### src/rtl/rd_sched_pkg.sv
// ----------------------------------------------------------------------------
// rd_sched_pkg: shared read-scheduler queue sizing and vector types.
// Rev 1.0
// ----------------------------------------------------------------------------
`default_nettype none

package rd_sched_pkg;
  localparam int QUEUE_NUM   = 8;
  localparam int PEND_CNT_W  = 4;
  localparam int QUEUE_IDX_W = $clog2(QUEUE_NUM);

  typedef logic [QUEUE_IDX_W-1:0] queue_idx_t;
  typedef logic [QUEUE_NUM-1:0]   queue_vec_t;
endpackage

`default_nettype wire

### src/rtl/rd_pend_tracker_if.sv
// ----------------------------------------------------------------------------
// rd_pend_tracker_if: enqueue, pending bitmap and grant bus of the tracker.
// Rev 1.0
// ----------------------------------------------------------------------------
`default_nettype none

interface rd_pend_tracker_if
  import rd_sched_pkg::*;
#(
  parameter int WIDTH = QUEUE_NUM
) ();
  localparam int IDX_W = $clog2(WIDTH);

  logic [WIDTH-1:0] enq_i;
  logic [WIDTH-1:0] pend_o;
  logic             grant_valid_i;
  logic [IDX_W-1:0] grant_idx_i;
  logic             grant_ready_o;
  logic             sel_valid_o;
  logic [WIDTH-1:0] sel_onehot_o;
  logic             ovf_o;
  logic             err_o;

  // Scheduler / encoder side.
  modport master (
    output enq_i, grant_valid_i, grant_idx_i,
    input  pend_o, grant_ready_o, sel_valid_o, sel_onehot_o, ovf_o, err_o
  );

  // Tracker side.
  modport slave (
    input  enq_i, grant_valid_i, grant_idx_i,
    output pend_o, grant_ready_o, sel_valid_o, sel_onehot_o, ovf_o, err_o
  );
endinterface

`default_nettype wire

### src/rtl/idx_decoder.sv
// ----------------------------------------------------------------------------
// idx_decoder: binary index to one-hot, with a flag for index < WIDTH.
// Rev 1.0
// ----------------------------------------------------------------------------
`default_nettype none

module idx_decoder #(
  parameter int WIDTH = 8,
  parameter int IDX_W = 3
) (
  input  logic [IDX_W-1:0] idx_i,
  output logic [WIDTH-1:0] onehot_o,
  output logic             in_range_o
);

  // Out-of-range indices decode to all zeros.
  always_comb begin
    onehot_o   = '0;
    in_range_o = (int'(idx_i) < WIDTH);
    for (int q = 0; q < WIDTH; q++) begin
      onehot_o[q] = (int'(idx_i) == q);
    end
  end

endmodule

`default_nettype wire

### src/rtl/rd_pend_tracker.sv
// ----------------------------------------------------------------------------
// rd_pend_tracker: per-queue saturating pending counters, pending bitmap and
// grant retirement with one-hot selection. Rev 1.0
// ----------------------------------------------------------------------------
`default_nettype none

module rd_pend_tracker
  import rd_sched_pkg::*;
#(
  parameter int WIDTH   = QUEUE_NUM,
  parameter int DEPTH_W = PEND_CNT_W
) (
  input  logic               clk_i,
  input  logic               rst_ni,
  rd_pend_tracker_if.slave   bus
);
  localparam int IDX_W = $clog2(WIDTH);
  localparam logic [DEPTH_W-1:0] CNT_MAX = '1;

  logic [WIDTH-1:0] gnt_onehot;
  logic             gnt_in_range;
  logic [WIDTH-1:0] cnt_nz;
  logic [WIDTH-1:0] cnt_nz_d;
  logic [WIDTH-1:0] ovf_vec;
  logic [WIDTH-1:0] gnt_dec;
  logic             gnt_accept;
  logic             gnt_reject;

  logic             ready_q;
  logic [WIDTH-1:0] pend_q;
  logic             sel_valid_q;
  logic [WIDTH-1:0] sel_onehot_q;
  logic             ovf_q;
  logic             err_q;

  idx_decoder #(
    .WIDTH (WIDTH),
    .IDX_W (IDX_W)
  ) u_idx_decoder (
    .idx_i      (bus.grant_idx_i),
    .onehot_o   (gnt_onehot),
    .in_range_o (gnt_in_range)
  );

  // Acceptance uses the pre-update counts, so same-cycle enqueues never rescue a grant.
  assign gnt_accept = bus.grant_valid_i & ready_q & gnt_in_range & (|(gnt_onehot & cnt_nz));
  assign gnt_reject = bus.grant_valid_i & ready_q & ~gnt_accept;
  assign gnt_dec    = gnt_accept ? gnt_onehot : '0;

  for (genvar q = 0; q < WIDTH; q++) begin : g_cnt
    logic [DEPTH_W-1:0] cnt_q;
    logic [DEPTH_W-1:0] cnt_d;
    logic               inc;
    logic               dec;
    logic               ovf;

    assign inc = bus.enq_i[q];
    assign dec = gnt_dec[q];

    always_comb begin
      cnt_d = cnt_q;
      ovf   = 1'b0;
      if (inc && !dec) begin
        if (cnt_q == CNT_MAX) begin
          ovf = 1'b1;
        end else begin
          cnt_d = cnt_q + DEPTH_W'(1);
        end
      end else if (dec && !inc) begin
        cnt_d = cnt_q - DEPTH_W'(1);
      end
    end

    always_ff @(posedge clk_i or negedge rst_ni) begin
      if (!rst_ni) begin
        cnt_q <= '0;
      end else begin
        cnt_q <= cnt_d;
      end
    end

    assign cnt_nz[q]   = (cnt_q != '0);
    assign cnt_nz_d[q] = (cnt_d != '0);
    assign ovf_vec[q]  = ovf;
  end

  always_ff @(posedge clk_i or negedge rst_ni) begin
    if (!rst_ni) begin
      ready_q      <= 1'b0;
      pend_q       <= '0;
      sel_valid_q  <= 1'b0;
      sel_onehot_q <= '0;
      ovf_q        <= 1'b0;
      err_q        <= 1'b0;
    end else begin
      ready_q      <= 1'b1;
      pend_q       <= cnt_nz_d;
      sel_valid_q  <= gnt_accept;
      sel_onehot_q <= gnt_dec;
      ovf_q        <= |ovf_vec;
      err_q        <= gnt_reject;
    end
  end

  assign bus.grant_ready_o = ready_q;
  assign bus.pend_o        = pend_q;
  assign bus.sel_valid_o   = sel_valid_q;
  assign bus.sel_onehot_o  = sel_onehot_q;
  assign bus.ovf_o         = ovf_q;
  assign bus.err_o         = err_q;

endmodule

`default_nettype wire

### src/flat_wrapper.sv
// flat-port wrapper written by rule: the top's interface ports become plain ports
module rd_pend_tracker_flat import rd_sched_pkg::*;
#(
  parameter int WIDTH   = QUEUE_NUM,
  parameter int DEPTH_W = PEND_CNT_W
)
  (clk_i, rst_ni, bus_enq_i, bus_grant_valid_i, bus_grant_idx_i, bus_pend_o, bus_grant_ready_o, bus_sel_valid_o, bus_sel_onehot_o, bus_ovf_o, bus_err_o);
  rd_pend_tracker_if #(.WIDTH(WIDTH)) bus_i ();
  input  logic clk_i;
  input  logic rst_ni;
  input wire logic [$bits(bus_i.enq_i)-1:0] bus_enq_i;
  input wire logic [$bits(bus_i.grant_valid_i)-1:0] bus_grant_valid_i;
  input wire logic [$bits(bus_i.grant_idx_i)-1:0] bus_grant_idx_i;
  output wire logic [$bits(bus_i.pend_o)-1:0] bus_pend_o;
  output wire logic [$bits(bus_i.grant_ready_o)-1:0] bus_grant_ready_o;
  output wire logic [$bits(bus_i.sel_valid_o)-1:0] bus_sel_valid_o;
  output wire logic [$bits(bus_i.sel_onehot_o)-1:0] bus_sel_onehot_o;
  output wire logic [$bits(bus_i.ovf_o)-1:0] bus_ovf_o;
  output wire logic [$bits(bus_i.err_o)-1:0] bus_err_o;
  assign bus_i.enq_i = bus_enq_i;
  assign bus_i.grant_valid_i = bus_grant_valid_i;
  assign bus_i.grant_idx_i = bus_grant_idx_i;
  assign bus_pend_o = bus_i.pend_o;
  assign bus_grant_ready_o = bus_i.grant_ready_o;
  assign bus_sel_valid_o = bus_i.sel_valid_o;
  assign bus_sel_onehot_o = bus_i.sel_onehot_o;
  assign bus_ovf_o = bus_i.ovf_o;
  assign bus_err_o = bus_i.err_o;
  rd_pend_tracker #(.WIDTH(WIDTH), .DEPTH_W(DEPTH_W)) u_core (.clk_i(clk_i), .rst_ni(rst_ni), .bus(bus_i));
endmodule
### config.mk
export PLATFORM = sky130hd
export DESIGN_NAME = rd_pend_tracker_flat
export DESIGN_NICKNAME = d
export VERILOG_FILES = /design/src/rtl/rd_sched_pkg.sv /design/src/rtl/rd_pend_tracker_if.sv /design/src/rtl/idx_decoder.sv /design/src/rtl/rd_pend_tracker.sv /design/src/flat_wrapper.sv
export SDC_FILE = /design/constraint.sdc
export NUM_CORES = 1
export LEC_CHECK = 0
export ABC_AREA = 1
export CORE_UTILIZATION = 25
export DETAILED_ROUTE_END_ITERATION = 8
export GPL_ROUTABILITY_DRIVEN = 0
export HOLD_SLACK_MARGIN = 0.02
export PLACE_DENSITY = 0.41
export SLEW_MARGIN = 20
export SYNTH_ARGS = -nofsm -noshare
export SYNTH_HDL_FRONTEND = slang
export SYNTH_SLANG_ARGS = --single-unit
### constraint.sdc
create_clock -name clk_i -period 4.5 [get_ports clk_i]
set_input_delay 0.675 -clock clk_i [delete_from_list [all_inputs] [get_ports clk_i]]
set_output_delay 0.675 -clock clk_i [all_outputs]
set_load 0.02 [all_outputs]
Word level (Yosys, flattened, before mapping)

Index checks and enable logic that the tools add are counted.

Bitwise logic cells: 5
Reductions and logical operators: 51
Eq/ne operators: 15
Muxes and demuxes: 41
Add/sub/neg operators: 16

Operators with widths:

| kind                  | count |
|---|---|
| $mux W4               | 24 |
| $reduce_bool A4 Y1    | 16 |
| $add A4 B1 Y4 const B | 8 |
| $eq A4 B4 Y1 const B  | 8 |
| $sub A4 B1 Y4 const B | 8 |
| $logic_and A1 B1 Y1   | 16 |
| $logic_not A1 Y1      | 16 |
| $mux W1               | 16 |
| $reduce_or A8 Y1      | 2 |
| $eq A3 B3 Y1 const B  | 4 |
| $and A8 B8 Y8         | 1 |
| $mux W8               | 1 |
| $eq A3 B2 Y1 const B  | 2 |
| $and A1 B1 Y1         | 3 |
| $eq A3 B1 Y1 const B  | 1 |
| $logic_not A3 Y1      | 1 |
| $not A1 Y1            | 1 |

Bits in registers: 52
Output and inout bits: 20
Word-level logic and storage cells: 142
Input bits: 14

Longest topological paths before layout

Gate-level depths: netlist of the first run.

Word-level depth: 9
Gate-level depth with buffers: 14
Gate-level depth less buffers: 14

By module

Synthesis of the first run repeated with hierarchy kept, for this count alone.

Cell total of the unflattened synthesis: 500
Area total of the unflattened synthesis: 3438.3 µm²

Modules (own cells, without submodules):

| module          | instances | sequential area each (µm²) | area an instance (µm²) | cells each |
|---|---|---|---|---|
| rd_pend_tracker | 1         | 1301.2                     | 3370.7                 | 483 |
| idx_decoder     | 1         | 0.0                        | 67.6                   | 17 |

Worst setup path before layout of the first run

No wires, ideal clock.

Path kind: input port to flip-flop
Start: in bus_grant_idx_i[1]
End: reg u_core.pend_q[2] (netlist: u_core.bus.pend_o[2])
Stages on the path: 14
Arrival: 1867 ps
Path slack: 2515 ps
Required time: 4381 ps
Buffers on the path: 0
Library setup time: 119 ps
Cells stage by stage: inv_1 nand2_1 nor2_1 nand2_1 nand2_1 nor2_1 nand2_2 nand3_1 nor2_2 nand2_1 nand2_1 nand3_1 nor2_1 nand2_1

Longest elaborated chain between the ends: 9
Elaborated cells on any way between the ends: 18
Classes of those cells: eq/ne: 7; mux: 3; bitwise: 2; reduce/logical: 6

RTL lines:

| what                                                           | line                                         | source |
|---|---|---|
| start, declared                                                | flat_wrapper.sv:13                           | `input wire logic [$bits(bus_i.grant_idx_i)-1:0] bus_grant_idx_i;` |
| $eq A3 B2 Y1 (tied with other cells)                           | idx_decoder.sv:21                            | `onehot_o[q] = (int'(idx_i) == q);` |
| $and A8 B8 Y8                                                  | rd_pend_tracker.sv:46                        | `assign gnt_accept = bus.grant_valid_i & ready_q & gnt_in_range & (\|(gnt_onehot & cnt_nz));` |
| $reduce_or A8 Y1                                               | rd_pend_tracker.sv:46                        |  |
| $and A1 B1 Y1                                                  | rd_pend_tracker.sv:46                        |  |
| $mux W8 (*)                                                    | rd_pend_tracker.sv:48                        | `assign gnt_dec = gnt_accept ? gnt_onehot : '0;` |
| $logic_and A1 B1 Y1 / $logic_not A1 Y1 (equally long branches) | rd_pend_tracker.sv:69, rd_pend_tracker.sv:63 |  |
| $mux W4 / $logic_and A1 B1 Y1 (equally long branches)          | rd_pend_tracker.sv:69, rd_pend_tracker.sv:63 |  |
| $mux W4 (*)                                                    | rd_pend_tracker.sv:63                        | `if (inc && !dec) begin` |
| named net u_core.g_cnt[2].cnt_d[2]                             | rd_pend_tracker.sv:52                        | `logic [DEPTH_W-1:0] cnt_d;` |
| $reduce_bool A4 Y1 (*)                                         | rd_pend_tracker.sv:83                        | `assign cnt_nz_d[q] = (cnt_d != '0);` |
| named net u_core.cnt_nz_d[2]                                   | rd_pend_tracker.sv:23                        | `logic [WIDTH-1:0] cnt_nz_d;` |
| end signal, assigned                                           | rd_pend_tracker.sv:97                        | `pend_q <= cnt_nz_d;` |
| end, declared                                                  | rd_pend_tracker.sv:30                        | `logic [WIDTH-1:0] pend_q;` |

Mark *: on every way through the listed nets, which the timed path passes. The rest lies on a longest branch.

Worst setup path in the final report of the first run

Start: in bus_grant_idx_i[2]
End: reg u_core.pend_q[5] (netlist: u_core.bus.pend_o[5])

Longest elaborated chain between the ends: 9
Elaborated cells on any way between the ends: 18
Classes of those cells: eq/ne: 7; mux: 3; bitwise: 2; reduce/logical: 6

RTL lines:

| what                                                           | line |
|---|---|
| $eq A3 B2 Y1 (tied with other cells)                           | idx_decoder.sv:21 |
| $and A8 B8 Y8                                                  | rd_pend_tracker.sv:46 |
| $reduce_or A8 Y1                                               | rd_pend_tracker.sv:46 |
| $and A1 B1 Y1                                                  | rd_pend_tracker.sv:46 |
| $mux W8 (*)                                                    | rd_pend_tracker.sv:48 |
| $logic_and A1 B1 Y1 / $logic_not A1 Y1 (equally long branches) | rd_pend_tracker.sv:69, rd_pend_tracker.sv:63 |
| $mux W4 / $logic_and A1 B1 Y1 (equally long branches)          | rd_pend_tracker.sv:69, rd_pend_tracker.sv:63 |
| $mux W4 (*)                                                    | rd_pend_tracker.sv:63 |
| named net u_core.g_cnt[5].cnt_d[2]                             | rd_pend_tracker.sv:52 |
| $reduce_bool A4 Y1 (*)                                         | rd_pend_tracker.sv:83 |
| named net u_core.cnt_nz_d[5]                                   | rd_pend_tracker.sv:23 |

Marks and branches as above.

==> results of run 1 <==
## placed cells by master, fill, tap and decap left out, drive strengths merged, types with 2 or more instances in the layout
cell type and count:
xor2 4, nor3 14, nor2 56, a21oi 15
ha 16, buf 2, o21ai 22, nand4 8
nand2 154, clkdlybuf4s50 32, clkinv 2, o22ai 4
inv 79, dfrtp 52, clkbuf 5, nand3 78
## where the power goes
part,switching [mW],leakage [nW],internal (mW)
clock,0.180,0.0798,0.262
combinational,0.622,1.38,0.367
sequential,0.118,0.637,0.634
total,0.920,2.10,1.26
## path summary, 6_finish.rpt
kind / slack [ns] / to / startpoint / cells after the start
worst min register to register: 0.55 / u_core.bus.err_o$_DFF_PN0_ / u_core.bus.grant_ready_o$_DFF_PN0_ / 2
max in group asynchronous: 3.55 / u_core.bus.grant_ready_o$_DFF_PN0_ / rst_ni / 2
worst min-delay path: 0.50 / u_core.bus.pend_o[4]$_DFF_PN0_ / rst_ni / 2
worst max-delay path: 1.75 / u_core.bus.pend_o[5]$_DFF_PN0_ / bus_grant_idx_i[2] / 14
min in group clk_i: 0.55 / u_core.bus.err_o$_DFF_PN0_ / u_core.bus.grant_ready_o$_DFF_PN0_ / 2
worst max register to register: 2.16 / u_core.bus.pend_o[5]$_DFF_PN0_ / u_core.g_cnt[0].cnt_q[0]$_DFF_PN0_ / 14
## worst reg2reg max path, stage by stage (launching register included)
cell                      delay (ns)
sky130_fd_sc_hd__dfrtp_1        0.44
sky130_fd_sc_hd__inv_1          0.09
sky130_fd_sc_hd__ha_1           0.23
sky130_fd_sc_hd__nand3_1        0.09
sky130_fd_sc_hd__nand2_1        0.05
sky130_fd_sc_hd__nand2_1        0.07
sky130_fd_sc_hd__nor2_1         0.05
sky130_fd_sc_hd__nand2_2        0.26
sky130_fd_sc_hd__nand3_1        0.30
sky130_fd_sc_hd__nor2_2         0.26
sky130_fd_sc_hd__nand2_1        0.07
sky130_fd_sc_hd__nand2_1        0.07
sky130_fd_sc_hd__nand3_1        0.09
sky130_fd_sc_hd__nor2_1         0.11
sky130_fd_sc_hd__nand2_1        0.06
## flip-flops by register name (all words and copies together), names as in the netlist
register	count
u_core.bus.ovf_o	1
u_core.g_cnt.cnt_q	32
u_core.bus.err_o	1
u_core.bus.grant_ready_o	1
u_core.bus.sel_valid_o	1
u_core.bus.pend_o	8
u_core.bus.sel_onehot_o	8
## cell usage after synthesis, drive strengths merged
cell type  instances
clkinv             1
nand3             78
inv               79
conb               1
xor2               4
nor2              56
dfrtp             52
o21ai             22
nand4              8
a21oi             15
nor3              14
ha                16
o22ai              4
nand2            154
buf                2
## per-stage QoR
step                      worst slack [ns]  power (mW)  cell area (um2)  cells   util
after floorplan                       2.51        1.47             3370    506      -
after global placement                1.43        1.77             3910    714  0.297
after detailed placement              1.41        1.76             3910    714  0.297
after CTS                             1.74        2.22             4080    722  0.309
after global routing                  1.42        2.41             4080    722  0.309
final                                 1.75        2.18             4080    722  0.309
## kinds of logic after synthesis
kind of cell	count (synthesis)
compound gates	41
xor+xnor	4
fa+ha+maj	16
buf+inv	82
flops	52
other cells	1
simple gates	310
## cell type report
cell class              instances  area (um2)
clock buffers                   5         125
clock inverters                 3        42.5
fillers                      1441        9110
inverters                      80         300
multi-input cells             372        1760
flip-flops and latches         52        1300
well taps                     176         220
repair buffers                 34         333
## layer usage
metal	track usage	vias up	share of wire
li1	-	1686	-
met1	0.151	1447	0.47
met2	0.208	51	0.48
met3	0.0363	6	0.048
met4	0.0417	0	0.0079
met5	0	-	0
==> qor.yml, run 1 <==
result_of_the_run: "finished clean"
cts.clk_slew.worst_paths_ns: 0.08
timing_worst_slew_pin_value_ns: 0.677
cts_resized: 0
route.detailed.drc: 0
antenna_found_initial: 0
synth-xor-area-share: 0.0104
fin_crit_ns: 2.75
cp_max_fo: 18
netlist.top_cell.by_area: "sky130_fd_sc_hd__dfrtp_1"
p_leak_nw: 2.10
detail_route.vias_per_cell: 4.42
number_of_warning_messages_in_the_yosys_log: 0
cpMaxStageDelayCell: "sky130_fd_sc_hd__clkdlybuf4s50_1"
ys_types: 19
critPathCaptureType: "register"
cp_data_required_time_ns: 4.70
floorplan.initialDensity: 0.255
cts_htree_levels: 2
ctsLongestPathBuffers: 2
netlist_instances: 506
timing.final.max_slew_violations: 0
cts_tree: "yes"
finalHoldViolCount: 0
synth_top_area_frac: 0.386
synthesis.nets: 536
timing_worst_setup_path_type: "primary input to register"
max_freq_mhz: 364
post-route-period-util: 0.610
timing.critical_path.from_type: "primary input"
timing.slew.headroom: 0.549
insertedDiodeCount: 0
report.final.setup_viol: 0
adder_cell_area_share_of_the_yosys_netlist: 0.0594
nNetsFinal: 575
grt_util_all_layers: 0.124
critical-path-max-stage-delay_ns: 0.56
fp.dieH_um: 118
detail_route.wl_per_cell_um: 11.1
holdWs_ns: 0.499
synthSimpleGateAreaFrac: 0.389
synth.top_cells.by_area: "sky130_fd_sc_hd__dfrtp_1, sky130_fd_sc_hd__nand2_1, sky130_fd_sc_hd__nand3_1"
numPortBuffers: 33
cp.buffers_inverters: 2
drt-initial-drc-count: 219
yosys-mux-area-fraction: 0
sequential_element_share_of_the_synthesized_area: 0.386
post_route_cells_drive_above_1_share: 0.0275
setup_bufs_post_cts: 0
clock_latency_ns: 0.30
timing.critical_path.cells: "clkdlybuf4s50_1 -> inv_2 -> nor2_1 -> nand2_1 -> nand2_1 -> nor2_1 -> nand2_2 -> nand3_1 -> nor2_2 -> nand2_1 -> nand2_1 -> nand3_1 -> nor2_1 -> nand2_1"
mappedNetlistArea_um2: 3370
routed-via-count: 3190
cts_hold_buffers: 0
worst_hold_path_type: "primary input to async pin"
synth_top_family_by_area: "simple AND/OR/NAND/NOR gates"
drt_pass1_iterations: 4
via_count_of_the_first_global_routing_pass: 3053
grt_start_max_net_pins: 53
io-pin-count: 34
core.rowCount: 42
syn-mean-instance-area_um2: 6.66
postSynthRegisterBits: 52
area_of_the_die_um2: 13900
overflow: 0
remaining_antenna_violation_count: 0
clock_skew_ns: 0.0122
crit_path_frequent_cell: "sky130_fd_sc_hd__nand2_1"
cts.sinks: 52
power.ir.vdd_worst_mv: 0.219
critPathArrivalTime_ns: 2.95
finalSetupTns_ns: 0
crit_family: "simple AND/OR/NAND/NOR gates"
tritoncts.num_buffers: 5
die_w_um: 118
area.growth.synth_to_final_pct: 21.1
grt_pass1_wl_mm: 13.9
p_per_area_nw_per_um2: 535
core_um2: 13200
synth_area_in_compound_gates: 0.0624
cts.root.buffer_cell: "sky130_fd_sc_hd__clkbuf_16"
place_hpwl_mm: 6.25
drt_wl_total_mm: 8.01
max_cap_viol_count: 0
grt_setup_unrepaired: "false"
Power figures use the tool's default switching activity.
==> run 2: changes to the inputs <==
clock period = 2.75 ns   (was 4.5 ns; I/O delays follow)
==> qor.yml, run 2 (same netlist as run 1, synthesis figures left out) <==
stdcell_count: 738  # was 722
fin_crit_ns: 2.42
core_um2: 13200  # unchanged
cts_htree_levels: 2  # unchanged
drt-initial-drc-count: 191  # was 219
post-route-period-util: 0.881
route.detailed.drc: 0  # unchanged
cts.root.buffer_cell: "sky130_fd_sc_hd__clkbuf_16"  # unchanged
fp.dieH_um: 118  # unchanged
reg2reg_to: "u_core.bus.pend_o[4]$_DFF_PN0_"  # was u_core.bus.pend_o[5]$_DFF_PN0_
max_cap_viol_count: 0  # unchanged
timing_worst_setup_path_type: "primary input to register"  # unchanged
cp_max_fo: 16  # was 18
clock_latency_ns: 0.29  # was 0.30 ns
fill_cells: 1427  # was 1441
timing.slew.headroom: 0.542  # was 0.549
cts_hold_buffers: 0  # unchanged
antenna_found_initial: 0  # unchanged
remaining_antenna_violation_count: 0  # unchanged
finalHoldViolCount: 0  # unchanged
worst_hold_path_type: "primary input to async pin"  # unchanged
p_leak_nw: 2.19  # was 2.10 nW
r2r_slack_ns: 0.46  # was 2.16 ns
place_worst_setup_slack_ns: -0.0202  # was 1.41 ns
insertedDiodeCount: 0  # unchanged
final_core_utilization: 0.320  # was 0.309
cts.sinks: 52  # unchanged
setup_bufs_post_cts: 0  # unchanged
final_common_cell: "sky130_fd_sc_hd__nand2_1"  # unchanged
detail_route.wl_per_cell_um: 10.9  # was 11.1 um
via_count_of_the_first_global_routing_pass: 3069  # was 3053
post_route_cells_drive_above_1_share: 0.0587  # was 0.0275
setup_slack_ns: 0.327  # was 1.75 ns
timing.final.max_slew_violations: 0  # unchanged
grt_start_max_net_pins: 53  # unchanged
floorplan.initialDensity: 0.255  # unchanged
detail_route.vias_per_cell: 4.40  # was 4.42
dpl_cell_area_um2: 4030  # was 3910 um2
timing_worst_slew_pin_value_ns: 0.688  # was 0.677 ns
cts_resized: 0  # unchanged
largest_register_ffs: 32  # unchanged
timing.critical_path.from_type: "primary input"  # unchanged
critPathCapture: "u_core.bus.pend_o[4]$_DFF_PN0_"  # was u_core.bus.pend_o[5]$_DFF_PN0_
critPathCaptureType: "register"  # unchanged
place_hpwl_mm: 6.35  # was 6.25 mm
tritoncts.num_buffers: 5  # unchanged
top_register: "u_core.g_cnt.cnt_q"  # unchanged
worst_setup_path_startpoint: "bus_grant_idx_i[2]"  # unchanged
clock_skew_ns: 0.00660  # was 0.0122 ns
fin_area_um2: 4220  # was 4080 um2
ctsLongestPathBuffers: 2  # unchanged
routed-via-count: 3247  # was 3190
io-pin-count: 34  # unchanged
cp_data_required_time_ns: 2.93  # was 4.70 ns
p_per_area_nw_per_um2: 861  # was 535 nW/um2
reg2reg_depth: 14  # unchanged
most-common-layout-cells: "sky130_fd_sc_hd__nand2_1, sky130_fd_sc_hd__inv_1, sky130_fd_sc_hd__nand3_1, sky130_fd_sc_hd__nor2_1, sky130_fd_sc_hd__dfrtp_1"  # unchanged
numPlacedInstances: 730  # was 714
core.rowCount: 42  # unchanged
grt_util_all_layers: 0.122  # was 0.124
finalSetupTns_ns: 0  # unchanged
reg2reg_from: "u_core.g_cnt[4].cnt_q[0]$_DFF_PN0_"  # was u_core.g_cnt[0].cnt_q[0]$_DFF_PN0_
cts_tree: "yes"  # unchanged
report.final.setup_viol: 0  # unchanged
totalPowerFinal_mw: 3.64  # was 2.18 mW
grt_pass1_wl_mm: 13.9  # about the same
area.growth.synth_to_final_pct: 25.4  # was 21.1%
numPortBuffers: 33  # unchanged
cts.clk_slew.worst_paths_ns: 0.07  # was 0.08 ns
drt_pass1_iterations: 4  # unchanged
drt_wl_total_mm: 8.03  # was 8.01 mm
holdWs_ns: 0.224  # was 0.499 ns
area_of_the_die_um2: 13900  # unchanged
max_freq_mhz: 413
overflow: 0  # unchanged
nNetsFinal: 591  # was 575
result_of_the_run: "finished clean"  # unchanged
power.ir.vdd_worst_mv: 0.316  # was 0.219 mV
critPathArrivalTime_ns: 2.61  # was 2.95 ns
die_w_um: 118  # unchanged
==> run 2: cell types whose count changed in the layout (fill, tap and decap cells not counted), sizes merged <==
cell,change
buf,+16
clkbuf,+2
clkinv,-1
clkinvlp,-1
==> run 2: worst min-delay path by stage <==
stage                                            start                                 end  slack [ns]  cells past startpoint
global route                                    rst_ni      u_core.bus.pend_o[4]$_DFF_PN0_        0.33                      2
finish                                          rst_ni  u_core.g_cnt[4].cnt_q[3]$_DFF_PN0_        0.22                      2
detailed placement  u_core.bus.grant_ready_o$_DFF_PN0_          u_core.bus.err_o$_DFF_PN0_        0.54                      2
global placement    u_core.bus.grant_ready_o$_DFF_PN0_          u_core.bus.err_o$_DFF_PN0_        0.56                      2
floorplan                                       rst_ni          u_core.bus.err_o$_DFF_PN0_        0.12                      0
CTS                                             rst_ni  u_core.g_cnt[4].cnt_q[3]$_DFF_PN0_        0.28                      2
==> run 2: cell type report <==
| type | instances | area, um2 | area share |
|---|---|---|---|
| sequential | 52 | 1300 | 0.308 |
| multi-input combinational | 372 | 1770 | 0.418 |
| timing repair buffer | 50 | 453 | 0.107 |
| clock buffer | 7 | 153 | 0.0361 |
| clock inverter | 1 | 30.0 | 0.00711 |
| inverter | 80 | 300 | 0.0711 |
| tap | 176 | 220 | 0.0521 |
==> run 2: layer usage <==
| metal | vias to the layer above | share of wire | routed length, um | track usage |
|---|---|---|---|---|
| met1 | 1478 | 0.48 | 3880 | 0.150 |
| met5 | - | 0 | 0 | 0 |
| met2 | 42 | 0.47 | 3750 | 0.213 |
| met4 | 0 | 0.012 | 98 | 0.0337 |
| met3 | 9 | 0.037 | 299 | 0.0286 |
| li1 | 1718 | - | - | - |
==> run 2: worst max-delay path, stage by stage <==
cell	delay, ns
sky130_fd_sc_hd__clkdlybuf4s50_1	0.56
sky130_fd_sc_hd__inv_2	0.07
sky130_fd_sc_hd__nor2_1	0.21
sky130_fd_sc_hd__nand2_1	0.09
sky130_fd_sc_hd__nand2_1	0.07
sky130_fd_sc_hd__nor2_1	0.05
sky130_fd_sc_hd__nand2_2	0.25
sky130_fd_sc_hd__nand3_1	0.27
sky130_fd_sc_hd__nor2_2	0.24
sky130_fd_sc_hd__nand2_1	0.07
sky130_fd_sc_hd__nand2_1	0.07
sky130_fd_sc_hd__nand3_1	0.10
sky130_fd_sc_hd__nor2_1	0.10
sky130_fd_sc_hd__nand2_1	0.06
==> run 2: power breakdown <==
part / total [mW] / switching (mW) / internal [mW]
Clock: 0.761 / 0.281 / 0.480
Sequential: 1.23 / 0.192 / 1.04
Combinational: 1.65 / 1.03 / 0.620
==> run 3: changes to the inputs <==
PLACE_DENSITY = default   (was 0.41)
==> qor.yml, run 3 (same netlist as run 1, synthesis figures left out) <==
critical-path-max-stage-delay_ns: 0.58  # was 0.56 ns
route.detailed.drc: 0  # unchanged
setup_bufs_post_cts: 0  # unchanged
remaining_antenna_violation_count: 0  # unchanged
overflow: 0  # unchanged
drt_wl_total_mm: 8.06  # was 8.03 mm
report.final.setup_viol: 0  # unchanged
cp_max_fo: 15  # was 16
tritoncts.num_buffers: 5  # unchanged
die_w_um: 118  # unchanged
drt_pass1_iterations: 4  # unchanged
cts.root.buffer_cell: "sky130_fd_sc_hd__clkbuf_16"  # unchanged
pwr-share-comb: 0.462  # was 0.453
timing.final.max_slew_violations: 0  # unchanged
reg2reg_depth: 14  # unchanged
result_of_the_run: "finished clean"  # unchanged
worst_hold_path_type: "primary input to async pin"  # unchanged
timing_worst_setup_path_type: "primary input to register"  # unchanged
crit_path_frequent_cell: "sky130_fd_sc_hd__nand2_1"  # unchanged
area.growth.synth_to_final_pct: 23.3  # was 25.4%
fin_crit_ns: 2.45  # was 2.42 ns
grt_start_max_net_pins: 53  # unchanged
p_per_area_nw_per_um2: 868  # was 861 nW/um2
power.ir.vdd_worst_mv: 0.334  # was 0.316 mV
p_leak_nw: 2.15  # was 2.19 nW
cts_resized: 0  # unchanged
grt_util_all_layers: 0.123  # was 0.122
netSwitchingPower_mw: 1.52  # was 1.50 mW
insertedDiodeCount: 0  # unchanged
pwr-share-clk: 0.197  # was 0.209
post_route_cells_drive_above_1_share: 0.0432  # was 0.0587
drt-initial-drc-count: 186  # was 191
numPlacedInstances: 724  # was 730
internal-power_mw: 2.08  # was 2.14 mW
most-common-layout-cells: "sky130_fd_sc_hd__nand2_1, sky130_fd_sc_hd__inv_1, sky130_fd_sc_hd__nand3_1, sky130_fd_sc_hd__nor2_1, sky130_fd_sc_hd__dfrtp_1"  # unchanged
cpMaxStageDelayCell: "sky130_fd_sc_hd__clkdlybuf4s50_1"  # unchanged
totalPowerFinal_mw: 3.61  # was 3.64 mW
critPathArrivalTime_ns: 2.64  # was 2.61 ns
cts.clk_slew.worst_paths_ns: 0.07  # about the same
timing_worst_slew_pin_value_ns: 0.655  # was 0.688 ns
cp_data_required_time_ns: 2.94  # was 2.93 ns
final_common_cell: "sky130_fd_sc_hd__nand2_1"  # unchanged
via_count_of_the_first_global_routing_pass: 3284  # was 3069
clock_latency_ns: 0.30  # was 0.29 ns
timing.critical_path.cells: "clkdlybuf4s50_1 -> inv_2 -> nor2_1 -> nand2_1 -> nand2_1 -> nor2_1 -> nand2_2 -> nand3_1 -> nor2_2 -> nand2_1 -> nand3_1 -> nand2_1 -> nor2_1 -> nand2_1"  # was clkdlybuf4s50_1 -> inv_2 -> nor2_1 -> nand2_1 -> nand2_1 -> nor2_1 -> nand2_2 -> nand3_1 -> nor2_2 -> nand2_1 -> nand2_1 -> nand3_1 -> nor2_1 -> nand2_1
finalHoldViolCount: 0  # unchanged
max_cap_viol_count: 0  # unchanged
timing.slew.headroom: 0.563  # was 0.542
r2r_slack_ns: 0.45  # was 0.46 ns
place_hpwl_mm: 6.33  # was 6.35 mm
reg2reg_to: "u_core.bus.pend_o[5]$_DFF_PN0_"  # was u_core.bus.pend_o[4]$_DFF_PN0_
stdcell_count: 732  # was 738
fill_cells: 1409  # was 1427
post-route-period-util: 0.892  # was 0.881
core.rowCount: 42  # unchanged
critPathCaptureType: "register"  # unchanged
numPortBuffers: 33  # unchanged
timing.critical_path.from_type: "primary input"  # unchanged
finalSetupTns_ns: 0  # unchanged
floorplan.initialDensity: 0.255  # unchanged
largest_register_ffs: 32  # unchanged
pwr-share-seq: 0.341  # was 0.338
cts_hold_buffers: 0  # unchanged
max_freq_mhz: 407  # was 413 MHz
cts_tree: "yes"  # unchanged
detail_route.wl_per_cell_um: 11.0  # was 10.9 um
grt_setup_unrepaired: "false"
reg2reg_from: "u_core.g_cnt[5].cnt_q[0]$_DFF_PN0_"  # was u_core.g_cnt[4].cnt_q[0]$_DFF_PN0_
cts.sinks: 52  # unchanged
nNetsFinal: 585  # was 591
core_um2: 13200  # unchanged
grt_pass1_wl_mm: 14.2  # was 13.9 mm
detail_route.vias_per_cell: 4.51  # was 4.40
routed-via-count: 3300  # was 3247
p_sw_frac: 0.422  # was 0.412
cts_htree_levels: 2  # unchanged
clock_skew_ns: 0.00618  # was 0.00660 ns
ctsLongestPathBuffers: 2  # unchanged
fp.dieH_um: 118  # unchanged
top_register: "u_core.g_cnt.cnt_q"  # unchanged
io-pin-count: 34  # unchanged
antenna_found_initial: 0  # unchanged
area_of_the_die_um2: 13900  # unchanged
-- run 3: changes by cell type in the layout (fill, tap and decap cells not counted) --
| cell | previous run | this run |
|---|---|---|
| sky130_fd_sc_hd__buf_4 | 17 | 11 |
| sky130_fd_sc_hd__clkbuf_1 | 0 | 1 |
| sky130_fd_sc_hd__clkbuf_8 | 2 | 0 |
| sky130_fd_sc_hd__clkinv_2 | 0 | 1 |
| sky130_fd_sc_hd__nand3_1 | 77 | 78 |
| sky130_fd_sc_hd__nand3_2 | 1 | 0 |
| sky130_fd_sc_hd__nor2_1 | 52 | 53 |
| sky130_fd_sc_hd__nor2_2 | 4 | 3 |
-- run 3: worst max-delay path, delay by kind of cell --
| family | cells | cell delay [ns] |
|---|---|---|
| buf+inv | 2 | 0.66 |
| simple gates | 12 | 1.56 |
-- run 3: area by class of cell --
class	count	area (um2)	share of cell area
clock buffer	6	129	0.0310
clock inverter	2	35.0	0.00844
inverter	80	300	0.0723
multi-input combinational	372	1760	0.423
sequential	52	1300	0.313
tap	176	220	0.0530
timing repair buffer	44	408	0.0983
-- run 3: power groups by stage --
| stage | Sequential, mW | Combinational, mW | Clock [mW] |
|---|---|---|---|
| floorplan | 1.29 | 1.11 | 0 |
| global placement | 1.25 | 1.61 | 0 |
| detailed placement | 1.25 | 1.66 | 0 |
| CTS | 1.23 | 1.67 | 0.727 |
| global route | 1.28 | 1.92 | 0.753 |
| finish | 1.23 | 1.67 | 0.709 |
-- run 3: worst max path at each step --
stage	start	to	slack (ns)	cells after the start
4_1_cts	bus_grant_idx_i[2]	u_core.bus.pend_o[3]$_DFF_PN0_	0.33	14
6_report	bus_grant_idx_i[2]	u_core.bus.pend_o[5]$_DFF_PN0_	0.30	14
5_1_grt	bus_grant_idx_i[0]	u_core.bus.pend_o[5]$_DFF_PN0_	0.05	15
3_3_place_gp	bus_grant_idx_i[2]	u_core.bus.pend_o[5]$_DFF_PN0_	0.08	14
2_1_floorplan	u_core.g_cnt[2].cnt_q[0]$_DFF_PN0_	u_core.bus.pend_o[7]$_DFF_PN0_	0.95	14
3_5_place_dp	bus_grant_idx_i[2]	u_core.bus.pend_o[3]$_DFF_PN0_	0.01	14
-- run 3: through the flow --
stage           util  hold slack (ns)  cell area [um2]  setup slack, ns
2_1_floorplan      -            0.117             3370            0.945
5_1_grt        0.315            0.315             4150           0.0502
6_report       0.315            0.230             4150            0.296
4_1_cts        0.315            0.264             4150            0.325
3_5_place_dp   0.302            0.553             3990           0.0108
3_3_place_gp   0.302            0.558             3990           0.0807
-- run 3: metal layers --
layer  track usage  wire length (um)  up-vias
met5             0                 0        -
met4        0.0313                48        0
met3        0.0262               427        4
met2         0.213              3840       57
met1         0.154              3750     1524
li1              -                 -     1715
